==> config.mk <==
export PLATFORM = sky130hd
export DESIGN_NAME = reg_master_flat
export DESIGN_NICKNAME = d
export VERILOG_FILES = /design/src/rtl/reg_master_if.sv /design/src/rtl/reg_master.sv /design/src/flat_wrapper.sv
export SDC_FILE = /design/constraint.sdc
export NUM_CORES = 1
export LEC_CHECK = 0
export BUFFER_PORTS_ARGS = -buffer_cell sky130_fd_sc_hd__buf_2
export CORE_ASPECT_RATIO = 0.8
export CORE_MARGIN = 3
export CORE_UTILIZATION = 46
export DETAILED_ROUTE_END_ITERATION = 8
export GPL_TIMING_DRIVEN = 0
export PLACE_DENSITY = 0.76
export REMOVE_ABC_BUFFERS = 1
export SLEW_MARGIN = 15
export SYNTH_ARGS = -nofsm -noshare
export SYNTH_HDL_FRONTEND = slang
export SYNTH_SLANG_ARGS = --single-unit
==> constraint.sdc <==
create_clock -name clk -period 2 [get_ports clk]
set_input_delay 0.4 -clock clk [delete_from_list [all_inputs] [get_ports clk]]
set_output_delay 0.4 -clock clk [all_outputs]
set_load 0.05 [all_outputs]
==> src/rtl/reg_master_if.sv <==
// Host request/response handshakes plus the 2-bit-op register bus, as seen by reg_master.
// The master modport is the initiator's view; slave is the host and responder side.
interface reg_master_if #(
    parameter int unsigned DWIDTH = 8,
    parameter int unsigned AWIDTH = 8
);
    logic              req_valid;
    logic              req_ready;
    logic              req_write;
    logic [AWIDTH-1:0] req_addr;
    logic [DWIDTH-1:0] req_wdata;

    logic              rsp_valid;
    logic              rsp_ready;
    logic              rsp_write;
    logic [DWIDTH-1:0] rsp_rdata;

    logic [1:0]        reg_op;
    logic [AWIDTH-1:0] reg_addr;
    logic [DWIDTH-1:0] reg_wdata;
    logic [DWIDTH-1:0] reg_rdata;

    modport master (
        input  req_valid, req_write, req_addr, req_wdata, rsp_ready, reg_rdata,
        output req_ready, rsp_valid, rsp_write, rsp_rdata, reg_op, reg_addr, reg_wdata
    );

    modport slave (
        output req_valid, req_write, req_addr, req_wdata, rsp_ready, reg_rdata,
        input  req_ready, rsp_valid, rsp_write, rsp_rdata, reg_op, reg_addr, reg_wdata
    );
endinterface

==> src/rtl/reg_master.sv <==
// Register-bus initiator: turns one host request into exactly one RD/WR bus op and returns
// one response, with saturating completion counters. Only one transaction is ever in flight.
module reg_master #(
    parameter int unsigned DWIDTH = 8,
    parameter int unsigned AWIDTH = 8,
    parameter int unsigned CWIDTH = 16
) (
    input  logic              clk,
    input  logic              rst,
    reg_master_if.master      bus,
    output logic              busy,
    output logic [CWIDTH-1:0] wr_cnt,
    output logic [CWIDTH-1:0] rd_cnt
);

    localparam logic [1:0] OpNop = 2'b00;
    localparam logic [1:0] OpRd  = 2'b01;
    localparam logic [1:0] OpWr  = 2'b10;

    typedef enum logic [1:0] {StIdle, StIssue, StCapture, StResp} state_e;

    state_e            state_q, state_d;
    logic [1:0]        op_q, op_d;
    logic [AWIDTH-1:0] addr_q, addr_d;
    logic [DWIDTH-1:0] wdata_q, wdata_d;
    logic              write_q, write_d;
    logic              rsp_write_q, rsp_write_d;
    logic [DWIDTH-1:0] rsp_rdata_q, rsp_rdata_d;
    logic [CWIDTH-1:0] wr_cnt_q, wr_cnt_d;
    logic [CWIDTH-1:0] rd_cnt_q, rd_cnt_d;
    logic              accept;
    logic              complete;

    assign accept   = (state_q == StIdle) && bus.req_valid;
    assign complete = (state_q == StResp) && bus.rsp_ready;

    always_ff @(posedge clk or posedge rst) begin
        if (rst) begin
            state_q <= StIdle;
        end else begin
            state_q <= state_d;
        end
    end

    always_comb begin
        state_d = state_q;
        unique case (state_q)
            StIdle:    if (bus.req_valid) state_d = StIssue;
            StIssue:   state_d = write_q ? StResp : StCapture;
            StCapture: state_d = StResp;
            StResp:    if (bus.rsp_ready) state_d = StIdle;
            default:   state_d = StIdle;
        endcase
    end

    // Datapath next-state; bus address/data only move on accept so they hold across NOPs.
    always_comb begin
        op_d        = OpNop;
        addr_d      = addr_q;
        wdata_d     = wdata_q;
        write_d     = write_q;
        rsp_write_d = rsp_write_q;
        rsp_rdata_d = rsp_rdata_q;
        wr_cnt_d    = wr_cnt_q;
        rd_cnt_d    = rd_cnt_q;

        if (accept) begin
            op_d    = bus.req_write ? OpWr : OpRd;
            addr_d  = bus.req_addr;
            wdata_d = bus.req_wdata;
            write_d = bus.req_write;
        end

        if (state_q == StIssue && write_q) begin
            rsp_write_d = 1'b1;
            rsp_rdata_d = '0;
        end

        // Responder latency is fixed at one cycle, so read data is valid in CAPTURE.
        if (state_q == StCapture) begin
            rsp_write_d = 1'b0;
            rsp_rdata_d = bus.reg_rdata;
        end

        if (complete) begin
            if (write_q && !(&wr_cnt_q)) wr_cnt_d = wr_cnt_q + CWIDTH'(1);
            if (!write_q && !(&rd_cnt_q)) rd_cnt_d = rd_cnt_q + CWIDTH'(1);
        end
    end

    always_ff @(posedge clk or posedge rst) begin
        if (rst) begin
            op_q        <= OpNop;
            addr_q      <= '0;
            wdata_q     <= '0;
            write_q     <= 1'b0;
            rsp_write_q <= 1'b0;
            rsp_rdata_q <= '0;
            wr_cnt_q    <= '0;
            rd_cnt_q    <= '0;
        end else begin
            op_q        <= op_d;
            addr_q      <= addr_d;
            wdata_q     <= wdata_d;
            write_q     <= write_d;
            rsp_write_q <= rsp_write_d;
            rsp_rdata_q <= rsp_rdata_d;
            wr_cnt_q    <= wr_cnt_d;
            rd_cnt_q    <= rd_cnt_d;
        end
    end

    always_comb begin
        bus.req_ready = (state_q == StIdle);
        bus.rsp_valid = (state_q == StResp);
        busy          = (state_q != StIdle);
        bus.rsp_write = rsp_write_q;
        bus.rsp_rdata = rsp_rdata_q;
        bus.reg_op    = op_q;
        bus.reg_addr  = addr_q;
        bus.reg_wdata = wdata_q;
        wr_cnt        = wr_cnt_q;
        rd_cnt        = rd_cnt_q;
    end

endmodule

==> src/flat_wrapper.sv <==
// flat-port wrapper written by rule: the top's interface ports become plain ports
module reg_master_flat 
#(
    parameter int unsigned DWIDTH = 8,
    parameter int unsigned AWIDTH = 8,
    parameter int unsigned CWIDTH = 16
)
  (clk, rst, busy, wr_cnt, rd_cnt, bus_req_valid, bus_req_write, bus_req_addr, bus_req_wdata, bus_rsp_ready, bus_reg_rdata, bus_req_ready, bus_rsp_valid, bus_rsp_write, bus_rsp_rdata, bus_reg_op, bus_reg_addr, bus_reg_wdata);
  reg_master_if #(.DWIDTH(DWIDTH), .AWIDTH(AWIDTH)) bus_i ();
  input  logic clk;
  input  logic rst;
  output logic busy;
  output logic [CWIDTH-1:0] wr_cnt;
  output logic [CWIDTH-1:0] rd_cnt;
  input wire logic [$bits(bus_i.req_valid)-1:0] bus_req_valid;
  input wire logic [$bits(bus_i.req_write)-1:0] bus_req_write;
  input wire logic [$bits(bus_i.req_addr)-1:0] bus_req_addr;
  input wire logic [$bits(bus_i.req_wdata)-1:0] bus_req_wdata;
  input wire logic [$bits(bus_i.rsp_ready)-1:0] bus_rsp_ready;
  input wire logic [$bits(bus_i.reg_rdata)-1:0] bus_reg_rdata;
  output wire logic [$bits(bus_i.req_ready)-1:0] bus_req_ready;
  output wire logic [$bits(bus_i.rsp_valid)-1:0] bus_rsp_valid;
  output wire logic [$bits(bus_i.rsp_write)-1:0] bus_rsp_write;
  output wire logic [$bits(bus_i.rsp_rdata)-1:0] bus_rsp_rdata;
  output wire logic [$bits(bus_i.reg_op)-1:0] bus_reg_op;
  output wire logic [$bits(bus_i.reg_addr)-1:0] bus_reg_addr;
  output wire logic [$bits(bus_i.reg_wdata)-1:0] bus_reg_wdata;
  assign bus_i.req_valid = bus_req_valid;
  assign bus_i.req_write = bus_req_write;
  assign bus_i.req_addr = bus_req_addr;
  assign bus_i.req_wdata = bus_req_wdata;
  assign bus_i.rsp_ready = bus_rsp_ready;
  assign bus_i.reg_rdata = bus_reg_rdata;
  assign bus_req_ready = bus_i.req_ready;
  assign bus_rsp_valid = bus_i.rsp_valid;
  assign bus_rsp_write = bus_i.rsp_write;
  assign bus_rsp_rdata = bus_i.rsp_rdata;
  assign bus_reg_op = bus_i.reg_op;
  assign bus_reg_addr = bus_i.reg_addr;
  assign bus_reg_wdata = bus_i.reg_wdata;
  reg_master #(.DWIDTH(DWIDTH), .AWIDTH(AWIDTH), .CWIDTH(CWIDTH)) u_core (.clk(clk), .rst(rst), .bus(bus_i), .busy(busy), .wr_cnt(wr_cnt), .rd_cnt(rd_cnt));
endmodule
==> results.tsv <==
metric	value	unit
CTS tree	built	
post-DP HPWL	4410	µm
synth warn	0	
CTS Hold Bufs	0	
Placed Area	3410	µm²
root buffer cell	clkbuf_8	
Seq. cell area	1550	µm²
final hold violation count	0	
Buf+Inv Stages, Crit Path	0	
Avg Cell Area, Syn	12.6	µm²
Design Area, Final	3650	µm²
most frequent cells in the layout	buf_2, dfrtp_1, xor2_1	
Setup CP Type	reg2reg	
area share of the largest cell type after synthesis	53.8	%
GRT overflow	0	
H-Tree Depth	3	
total routed wirelength	5980	µm
layout cell share with drive strength beyond 1	43.8	%
total number of vias	2136	
Post-synth top flop	dfrtp_1	
ANT nets after route	0	
cell taking the most area after synthesis	dfrtp_1	
Pre-antenna DRT Iters	4	
hold slack	0.192	ns
Max VDD drop	0.00112	V
status	finished, final reports clean	
GPL Wtd Cong	0.775	
FF-to-FF Start	u_core.state_q[1]	
max_slew headroom	50.9	%
Finish-stage setup viols	0	
Final Non-Filler Cells	410	
max-slew violations	0	
main area contributors after synthesis	dfrtp_1, mux2_2, xor2_1	
DRC	0	
power per cell area	1550	nW/µm²
crit-path leading delay family	simple AND/OR/NAND/NOR gates	
total core area	5970	µm²
Area Growth Syn to Fin	26.6	%
Syn Inst Count	229	
crit end category	register	
Yosys cell types	42	
IO buf count	90	
initial cell density of the core	48.3	%
placed insts	394	
Via density	5.21	
Hold Crit Class	in2async	
Ports	91	
fmax	539	MHz
CTS buffer count	9	
antenna diode count	0	
Leak	1.94	nW
Least-Margin Pin Slew	0.737	ns
cell chain of the critical path	ha_1, and3b_1, nand3_2, a2111oi_2, xor2_1	
skew final	0.00671	ns
DR WL/cell	14.6	µm
largest net degree at the start of global routing	63	
arrival time worst endpoint	2.10	ns
Die H	76.8	µm
most common cell after layout, fill and taps aside	buf_2	
vias in the first global route	2148	
ys async rst share	100	%
CTS clk-pin slew, worst paths	0.07	ns
Worst Reg2Reg Path Length in Cells	5	
Critical R2R Capture	u_core.rd_cnt[9]	
Die ar.	7260	µm²
critical path startpoint category	register	
Iteration-0 DRC Markers	76	
critical path peak fanout	6	
# fillers	492	
Die W	94.5	µm
FF-to-FF setup slack	0.14	ns
number of synthesized register bits	62	
Final period util	92.8	%
register area share after synthesis	53.8	%
multi-input logic area	1270	µm²
RSZ-0062 raised after global routing	no	
Total GRT Usage	18.0	%
CP required	2.24	ns
Final min period	1.86	ns
# rows	25	
Slowest cell on crit path	a2111oi_2	
Sink Count	62	
maximum clock path buffer count	2	
initial antenna violation count	0	
first-pass GRT wire length	10200	µm
synthesized area	2880	µm²
# Max-Cap Violations	0	
EDFF count, synth	0	
Clk Latency, worst-skew pair	0.34	ns
max incr delay on CP	0.42	ns
Setup TNS	0	ns
final net count	360	
[layout make-up]
type                    count  area share (%)
multi-input cells         152            34.9
clock buffers              13            4.63
repair buffers             90            12.3
clock inverters             3            1.78
inverters                   9           0.995
flip-flops and latches     62            42.5
well taps                  81            2.78
[report_power, final]
part | internal (mW) | leakage [nW] | switching (mW)
registers | 1.62 | 0.781 | 0.257
clock network | 0.803 | 0.120 | 0.476
logic | 0.699 | 1.04 | 1.80
total | 3.12 | 1.94 | 2.54
[timing repair]
action	in CTS	in global routing
resized for setup	0	2
endpoints found under the setup margin	0	4
buffers inserted	0	0
[flip-flops by register name, summed over array words and instances (netlist names)]
signal,cells
u_core.bus.rsp_rdata,8
u_core.write_q,1
u_core.wr_cnt,16
u_core.rd_cnt,16
u_core.state_q,2
u_core.bus.reg_addr,8
u_core.bus.reg_op,2
u_core.bus.rsp_write,1
u_core.bus.reg_wdata,8
[through the flow]
stage / total power, mW / utilization [%] / worst slack (ns)
CTS: 5.71 / 61.0 / 0.0699
finish: 5.65 / 61.1 / 0.145
global placement: 4.34 / 57.0 / -0.708
detailed placement: 4.41 / 57.1 / 0.0940
floorplan: 3.81 / - / -0.171
global route: 5.95 / 61.1 / 0.0104
[Yosys cell counts, drive strengths merged (3+ instances only)]
cell type,n
a2111oi,3
a21oi,12
a22o,8
and3,6
buf,4
dfrtp,62
ha,7
inv,9
mux2,20
nand2,9
nand3,10
nand4,8
nor2,10
nor3,9
nor3b,4
nor4,4
xnor2,4
xor2,22
[how the worst max path moves through the flow]
stage                     slack [ns]         startpoint                end  cells after the start
final                           0.14  u_core.state_q[1]   u_core.rd_cnt[9]                      5
after global routing            0.01  u_core.state_q[1]   u_core.rd_cnt[9]                      5
after CTS                       0.07  u_core.state_q[1]  u_core.wr_cnt[15]                      5
after detailed placement        0.09  u_core.state_q[1]  u_core.wr_cnt[15]                      5
after global placement         -0.71                rst  u_core.rd_cnt[12]                      2
after floorplan                -0.17  u_core.state_q[0]  u_core.state_q[1]                      5
[cells by family after synthesis]
group                      after synthesis  share of synthesized area (%)
AOI/OAI and AO/OA                       30                           7.94
DFF                                     62                           53.8
muxes                                   21                           8.29
xor gates and xnor gates                26                           7.90
and+or+nand+nor                         68                           16.9
buffers and inverters                   15                           2.13
adders and majority gates                7                           3.04
[per-layer routing]
metal / GRT usage (%) / vias to the layer above / wire length (µm)
li1: - / 1008 / -
met1: 22.5 / 1040 / 2620
met2: 27.8 / 84 / 2790
met3: 8.33 / 4 / 543
met4: 5.62 / 0 / 29
met5: 0 / - / 0
[worst reg2reg max path, delay by kind of cell, from the launching register on]
kind	cells	cell delay [ns]
compound gates	1	0.42
xor+xnor	1	0.22
simple gates	2	0.43
flops	1	0.39
fa+ha+maj	1	0.30
Note: power is estimated with default switching activity, not from simulation.
